### src/rtl/mem_port_arbiter.sv
// mem_port_arbiter: shares one single-ported memory between instruction fetch (F) and load/store (D).
// Ports:
//   clk, rst_n                      clock, asynchronous active-low reset
//   f_valid/f_addr/f_ready          fetch request channel
//   f_rvalid/f_rdata                fetch response (1-cycle pulse)
//   d_valid/d_we/d_addr/d_wdata     data request channel (d_we == 0 means load)
//   d_ready, d_rvalid/d_rdata       data accept strobe and response (loads and store acks)
//   flush                           pipeline redirect, squashes the in-flight fetch response
//   mem_req/mem_we/mem_addr/...     memory request side, held stable until mem_gnt
//   mem_gnt, mem_rvalid/mem_rdata   memory grant and response
//   busy                            a transaction is in flight
module mem_port_arbiter #(
  parameter int DWIDTH     = 32,
  parameter int MAX_STREAK = 4
) (
  input  logic              clk,
  input  logic              rst_n,
  input  logic              f_valid,
  input  logic [DWIDTH-1:0] f_addr,
  output logic              f_ready,
  output logic              f_rvalid,
  output logic [DWIDTH-1:0] f_rdata,
  input  logic              d_valid,
  input  logic [3:0]        d_we,
  input  logic [DWIDTH-1:0] d_addr,
  input  logic [DWIDTH-1:0] d_wdata,
  output logic              d_ready,
  output logic              d_rvalid,
  output logic [DWIDTH-1:0] d_rdata,
  input  logic              flush,
  output logic              mem_req,
  output logic [3:0]        mem_we,
  output logic [DWIDTH-1:0] mem_addr,
  output logic [DWIDTH-1:0] mem_wdata,
  input  logic              mem_gnt,
  input  logic              mem_rvalid,
  input  logic [DWIDTH-1:0] mem_rdata,
  output logic              busy
);
  typedef enum logic [1:0] {IDLE, REQ, RSP} state_t;
  state_t            state_q;
  logic              own_d_q;
  logic              drop_q;
  logic [3:0]        streak_q;
  logic [3:0]        streak_d;
  logic [3:0]        we_q;
  logic [DWIDTH-1:0] addr_q;
  logic [DWIDTH-1:0] wdata_q;
  logic              pick_d;
  logic              pick_f;
  logic              f_flush;
  logic              rsp;
  // D wins unless a waiting fetch has already seen MAX_STREAK data grants in a row
  assign pick_d   = state_q == IDLE && d_valid && !(f_valid && streak_q == 4'(MAX_STREAK));
  assign pick_f   = state_q == IDLE && f_valid && !pick_d;
  assign streak_d = (pick_d && f_valid) ? (streak_q == 4'(MAX_STREAK) ? streak_q : streak_q + 4'd1) : 4'd0;
  assign f_flush  = flush && !own_d_q;
  assign rsp      = state_q == RSP && mem_rvalid;
  assign f_ready  = rst_n && pick_f;
  assign d_ready  = rst_n && pick_d;
  // a squashed fetch is also suppressed if the redirect lands in the response cycle itself
  assign f_rvalid = rsp && !own_d_q && !drop_q && !flush;
  assign d_rvalid = rsp && own_d_q;
  assign f_rdata  = rst_n ? mem_rdata : '0;
  assign d_rdata  = rst_n ? mem_rdata : '0;
  assign mem_req  = state_q == REQ;
  assign mem_we   = we_q;
  assign mem_addr = addr_q & ~DWIDTH'(3);
  assign mem_wdata = wdata_q;
  assign busy     = state_q != IDLE;
  always_ff @(posedge clk or negedge rst_n) begin
    if (!rst_n) begin
      state_q  <= IDLE;
      own_d_q  <= 1'b0;
      drop_q   <= 1'b0;
      streak_q <= 4'd0;
      we_q     <= 4'd0;
      addr_q   <= '0;
      wdata_q  <= '0;
    end else begin
      case (state_q)
        IDLE: if (pick_d || pick_f) begin
          state_q  <= REQ;
          own_d_q  <= pick_d;
          drop_q   <= pick_f && flush;
          streak_q <= streak_d;
          we_q     <= pick_d ? d_we : 4'd0;
          addr_q   <= pick_d ? d_addr : f_addr;
          wdata_q  <= pick_d ? d_wdata : '0;
        end
        REQ: begin
          state_q <= mem_gnt ? RSP : REQ;
          drop_q  <= drop_q || f_flush;
        end
        RSP: begin
          state_q <= mem_rvalid ? IDLE : RSP;
          drop_q  <= !mem_rvalid && (drop_q || f_flush);
        end
        default: state_q <= IDLE;
      endcase
    end
  end
endmodule

### config.mk
export PLATFORM = sky130hd
export DESIGN_NAME = mem_port_arbiter
export DESIGN_NICKNAME = d
export VERILOG_FILES = /design/src/rtl/mem_port_arbiter.sv
export SDC_FILE = /design/constraint.sdc
export NUM_CORES = 1
export LEC_CHECK = 0
export CAP_MARGIN = 5
export CORE_AREA = 2 2 110 112
export CTS_CLUSTER_SIZE = 8
export DETAILED_ROUTE_END_ITERATION = 10
export DIE_AREA = 0 0 112 114
export PLACE_DENSITY = 0.81
export SETUP_SLACK_MARGIN = 0.3
export SLEW_MARGIN = 10
export SYNTH_ARGS = -nofsm -noshare
export SYNTH_HDL_FRONTEND = slang
export SYNTH_SLANG_ARGS = --single-unit
### constraint.sdc
create_clock -name clk -period 2.2 [get_ports clk]
set_clock_uncertainty 0.1 [all_clocks]
set_input_delay 0.33 -clock clk [delete_from_list [all_inputs] [get_ports clk]]
set_output_delay 0.33 -clock clk [all_outputs]
set_load 0.02 [all_outputs]
======== Word-level counts from Yosys, hierarchy flattened ========
Index checks and enable logic that the tools add are counted.
word-level totals
  bits in registers ....................... 76
  logic and storage cells ................. 55
  output and inout port bits .............. 138
cells by class
  mux-type cells .......................... 12
  eq/ne operators ......................... 5
  $add $sub $neg .......................... 1
  reductions and logical operators ........ 30
operators with widths
  cell                                                              count
  32-bit two-way mux                                                3
  1-bit logical AND                                                 16
  4-bit two-way mux                                                 3
  1-bit zero test                                                   6
  2-bit two-way mux                                                 3
  2-bit one-hot mux with 3 select lines                             1
  4-bit by 1-bit adder with 4-bit output (second input constant)    1
  4-bit by 3-bit == test with 1-bit output (second input constant)  1
  2-bit AND reduction                                               2
  1-bit one-hot mux with 3 select lines                             1
  3-bit AND reduction                                               1
  3-bit nonzero test                                                1
  2-bit by 1-bit == test with 1-bit output (second input constant)  1
  2-bit == test (second input constant)                             1
  2-bit zero test                                                   1
  1-bit logical OR                                                  2
  2-bit by 1-bit != test with 1-bit output (second input constant)  1
  2-bit != test (second input constant)                             1
  2-bit nonzero test                                                1
  1-bit two-way mux                                                 1

======== Longest topological paths before layout ========
  depth after elaboration ................. 9
  depth in mapped cells ................... 8
  depth with buffers taken out ............ 5

======== Worst setup path after synthesis ========
No wires, ideal clock.
  kind .................................... register -> output
  from .................................... reg streak_q[0]
  to ...................................... out d_ready
  data required time ...................... 1.770 ns
  slack ................................... 0.283 ns
  stages on the path, launching flop included .. 8
  arrival ................................. 1.487 ns
  cell sequence ........................... dfrtp_1 -> inv_1 -> ha_1 -> nand3b_1 -> o211a_1 -> buf_6 -> buf_2 -> and2_1
on the way
  word-level cells in the longest chain between the ends .. 5
RTL lines
  element                                   RTL line  RTL
  from (decl)                               44        logic [3:0] streak_q;
  from (signal assigned)                    86        streak_q <= streak_d;
  4-bit by 3-bit == test with 1-bit output  54        assign pick_d = state_q == IDLE && d_valid && !(f_valid && streak_q == 4'(MAX_STREAK));
  1-bit logical AND                         54
  1-bit zero test                           54
  1-bit logical AND                         54
  1-bit logical AND                         60        assign d_ready = rst_n && pick_d;
  to (decl)                                 27        output logic d_ready,
Every way passes these cells.

======== Worst setup path in the final report ========
Same ends and word-level chain as after synthesis.

==> impl_metrics.py <==
metrics = {
    "status": {
        "outcome": "complete, no violations",
    },
    "worst_hold_path": {
        "worst_hold_path_type": "input pin to asynchronous set/reset pin",
    },
    "setup_path": {
        "rrSetupSlack_ns": 0.25,
        "critical_path.cell_chain": "inv_2 -> ha_4 -> nand3b_1 -> o211a_4 -> and2_4 -> buf_6",
        "rr_startpoint": "state_q[0]",
        "path_max_fanout": 2,
        "r2r_end": "addr_q[20]",
        "critPathRequiredTime_ns": 1.77,
        "arrival_ns": 1.57,
        "reg2reg_depth": 9,
        "slowest_delay_ns": 0.39,
        "endpoint_kind": "primary output",
        "path_buf_inv": 2,
        "cp-start-kind": "flop",
        "cp_top_family": "flip-flops",
        "cpMaxStageDelayCell": "dfrtp_1",
        "path_class": "flop to primary output",
    },
    "placed_design": {
        "place_congestion": 0.770,
        "io_buffers": 270,
        "place_ws_ns": -0.0919,
        "placed_cell_area_um2": 6880,
        "hpwlAfterDp_mm": 9.73,
    },
    "final_layout": {
        "final_util": 0.630,
        "layout-area-overhead-vs-synth_pct": 75.1,
        "antenna-diode-count": 0,
        "finish.instance_area_um2": 7380,
        "drive_gt1_frac": 0.194,
        "num-nets-final": 783,
        "fillers": 964,
    },
    "route": {
        "first_iter_violations": 118,
        "wl_mm": 12.8,
        "drc": 0,
        "num_vias": 3677,
        "ant_nets": 0,
        "viasPerCell": 4.65,
        "route.detailed.wl_per_inst_um": 16.3,
        "first_pass_iters": 4,
    },
    "die": {
        "die_h_um": 114,
        "die-area_um2": 12800,
        "die_width_um": 112,
        "coreArea_um2": 11700,
        "start_util": 0.360,
        "rows": 40,
        "ios": 277,
    },
    "yosys": {
        "ys_ff_latch": 74,
        "async_reset_ff_frac": 1.00,
        "netlist_area_um2": 4220,
        "ys_seq_area_frac": 0.439,
        "ys.flop_type": "dfrtp_1",
        "synth.avg_cell_area_um2": 11.1,
        "synth_cell_types": 32,
        "yosys_warnings": 0,
        "synth_edf_count": 0,
        "postSynthCellCount": 380,
    },
    "clock_network": {
        "clock_sinks": 74,
        "cts_buffer_depth": 2,
        "worstSkewPairLatency_ns": 0.32,
        "cts_root_buf": "clkbuf_16",
        "clkTransAtPathRegs_ns": 0.06,
        "htreeDepth": 3,
        "cts_made_buffers": 9,
        "cts_tree": "yes",
    },
    "global_route": {
        "grt_pass1_vias": 3815,
        "grt_overflow_total": 0,
        "grt_pass1_wl_mm": 19.8,
        "antenna_found_initial": 0,
        "grt_usage": 0.196,
        "grt_max_degree": 45,
    },
    "sta": {
        "hold_viol_final": 0,
        "postLayoutSetupSlackWorst_ns": 0.201,
        "fin_crit_ns": 2.00,
        "holdWs_ns": 0.0911,
        "slew_violations": 0,
        "fmax_mhz": 500,
        "rsz0062_at_grt": "true",
        "final-setup-viol-count": 0,
        "finalCritPeriodShare": 0.909,
    },
    "job": {
        "maxCapViolCount": 0,
    },
    "pwr": {
        "vdd_ir_drop_max_uv": 731,
        "power.total_w": 0.00950,
        "p_leak_nw": 3.59,
        "p_per_area_nw_per_um2": 1290,
    },
}
## cell usage in the layout, fill, tap and decap left out, types with 9 or more instances in the layout
cell	n
mux2_4	49
and2_1	33
mux2i_1	38
clkbuf_16	9
dfrtp_1	74
clkdlybuf4s50_1	199
nand2_1	39
inv_1	40
dlygate4sd2_1	64
mux2_2	11
buf_4	22
## layer usage
| metal | GRT usage | wire length (µm) |
|---|---|---|
| met3 | 0.0521 | 904 |
| met4 | 0.0659 | 257 |
| met5 | 0 | 0 |
| met1 | 0.198 | 4500 |
| met2 | 0.388 | 7190 |
## worst max-delay path by stage
stage	start	to	slack (ns)	cells past startpoint
2_1_floorplan	streak_q[0]	d_ready	0.33	7
3_3_place_gp	f_valid	addr_q[24]	-0.08	6
3_5_place_dp	f_valid	addr_q[13]	-0.09	6
4_1_cts	streak_q[0]	f_ready	0.16	6
5_1_grt	streak_q[0]	d_ready	0.15	6
6_report	streak_q[0]	d_ready	0.20	6
## final cells by class
cell class | count | area (µm²) | share of cell area
well taps | 147 | 184 | 0.0249
clock inverters | 6 | 66.3 | 0.00898
repair buffers | 300 | 2930 | 0.397
flip-flops and latches | 74 | 1850 | 0.251
inverters | 44 | 165 | 0.0224
multi-input cells | 209 | 1940 | 0.263
clock buffers | 10 | 239 | 0.0324
## logic make-up (layout without fill, tap and decap cells)
| family | after synthesis | after routing | synth area share |
|---|---|---|---|
| muxes | 98 | 98 | 0.277 |
| and+or+nand+nor | 85 | 85 | 0.102 |
| AOI/OAI and AO/OA | 18 | 18 | 0.0321 |
| other | 1 | 2 | 0.000890 |
| DFF | 74 | 74 | 0.439 |
| buffers and inverters | 98 | 360 | 0.131 |
| adders and majority gates | 6 | 6 | 0.0178 |
## what timing repair did
item                                    in CTS  in global routing
gates cloned                                 2                  0
gates resized for setup                    112                 23
pin swaps                                    3                  1
hold buffers                                 0                  0
hold endpoints to repair                     0                  0
buffers inserted                             7                  2
endpoints found under the setup margin     139                 58
## cells in the mapped netlist (2+ instances only)
| cell | count | area share |
|---|---|---|
| a21o_1 | 2 | 0.0036 |
| a21oi_1 | 2 | 0.0024 |
| and2_1 | 34 | 0.050 |
| buf_2 | 10 | 0.012 |
| buf_4 | 36 | 0.064 |
| buf_6 | 5 | 0.013 |
| clkbuf_1 | 3 | 0.0027 |
| dfrtp_1 | 74 | 0.44 |
| ha_1 | 6 | 0.018 |
| inv_1 | 44 | 0.039 |
| mux2_2 | 30 | 0.080 |
| mux2_4 | 30 | 0.11 |
| mux2i_1 | 38 | 0.090 |
| nand2_1 | 39 | 0.035 |
| nand3_1 | 4 | 0.0047 |
| nor2b_1 | 3 | 0.0045 |
| o21ai_0 | 5 | 0.0059 |
## per-stage QoR
step | instances | setup TNS, ns
6_report | 790 | 0
5_1_grt | 790 | 0
4_1_cts | 788 | 0
3_5_place_dp | 763 | -0.609
3_3_place_gp | 763 | -0.568
2_1_floorplan | 381 | 0
## flip-flops by register name, indices dropped and copies added, names as in the netlist
signal,flops
own_d_q,1
addr_q,30
streak_q,4
mem_wdata,32
state_q,2
drop_q,1
mem_we,4
## worst reg2reg max path, cell delays in order, from the launching register on
cell and delay, ns:
dfrtp_1 0.39, inv_2 0.09, ha_4 0.14, buf_6 0.10
buf_6 0.11, nand2_8 0.06, buf_12 0.14, buf_12 0.14
mux2_4 0.30, mux2_4 0.27
## power by group
part	internal [W]	switching (W)
clock network	0.000910	0.000569
registers	0.00204	0.000402
logic	0.00311	0.00246
total	0.00607	0.00343
Power figures use the tool's default switching activity.
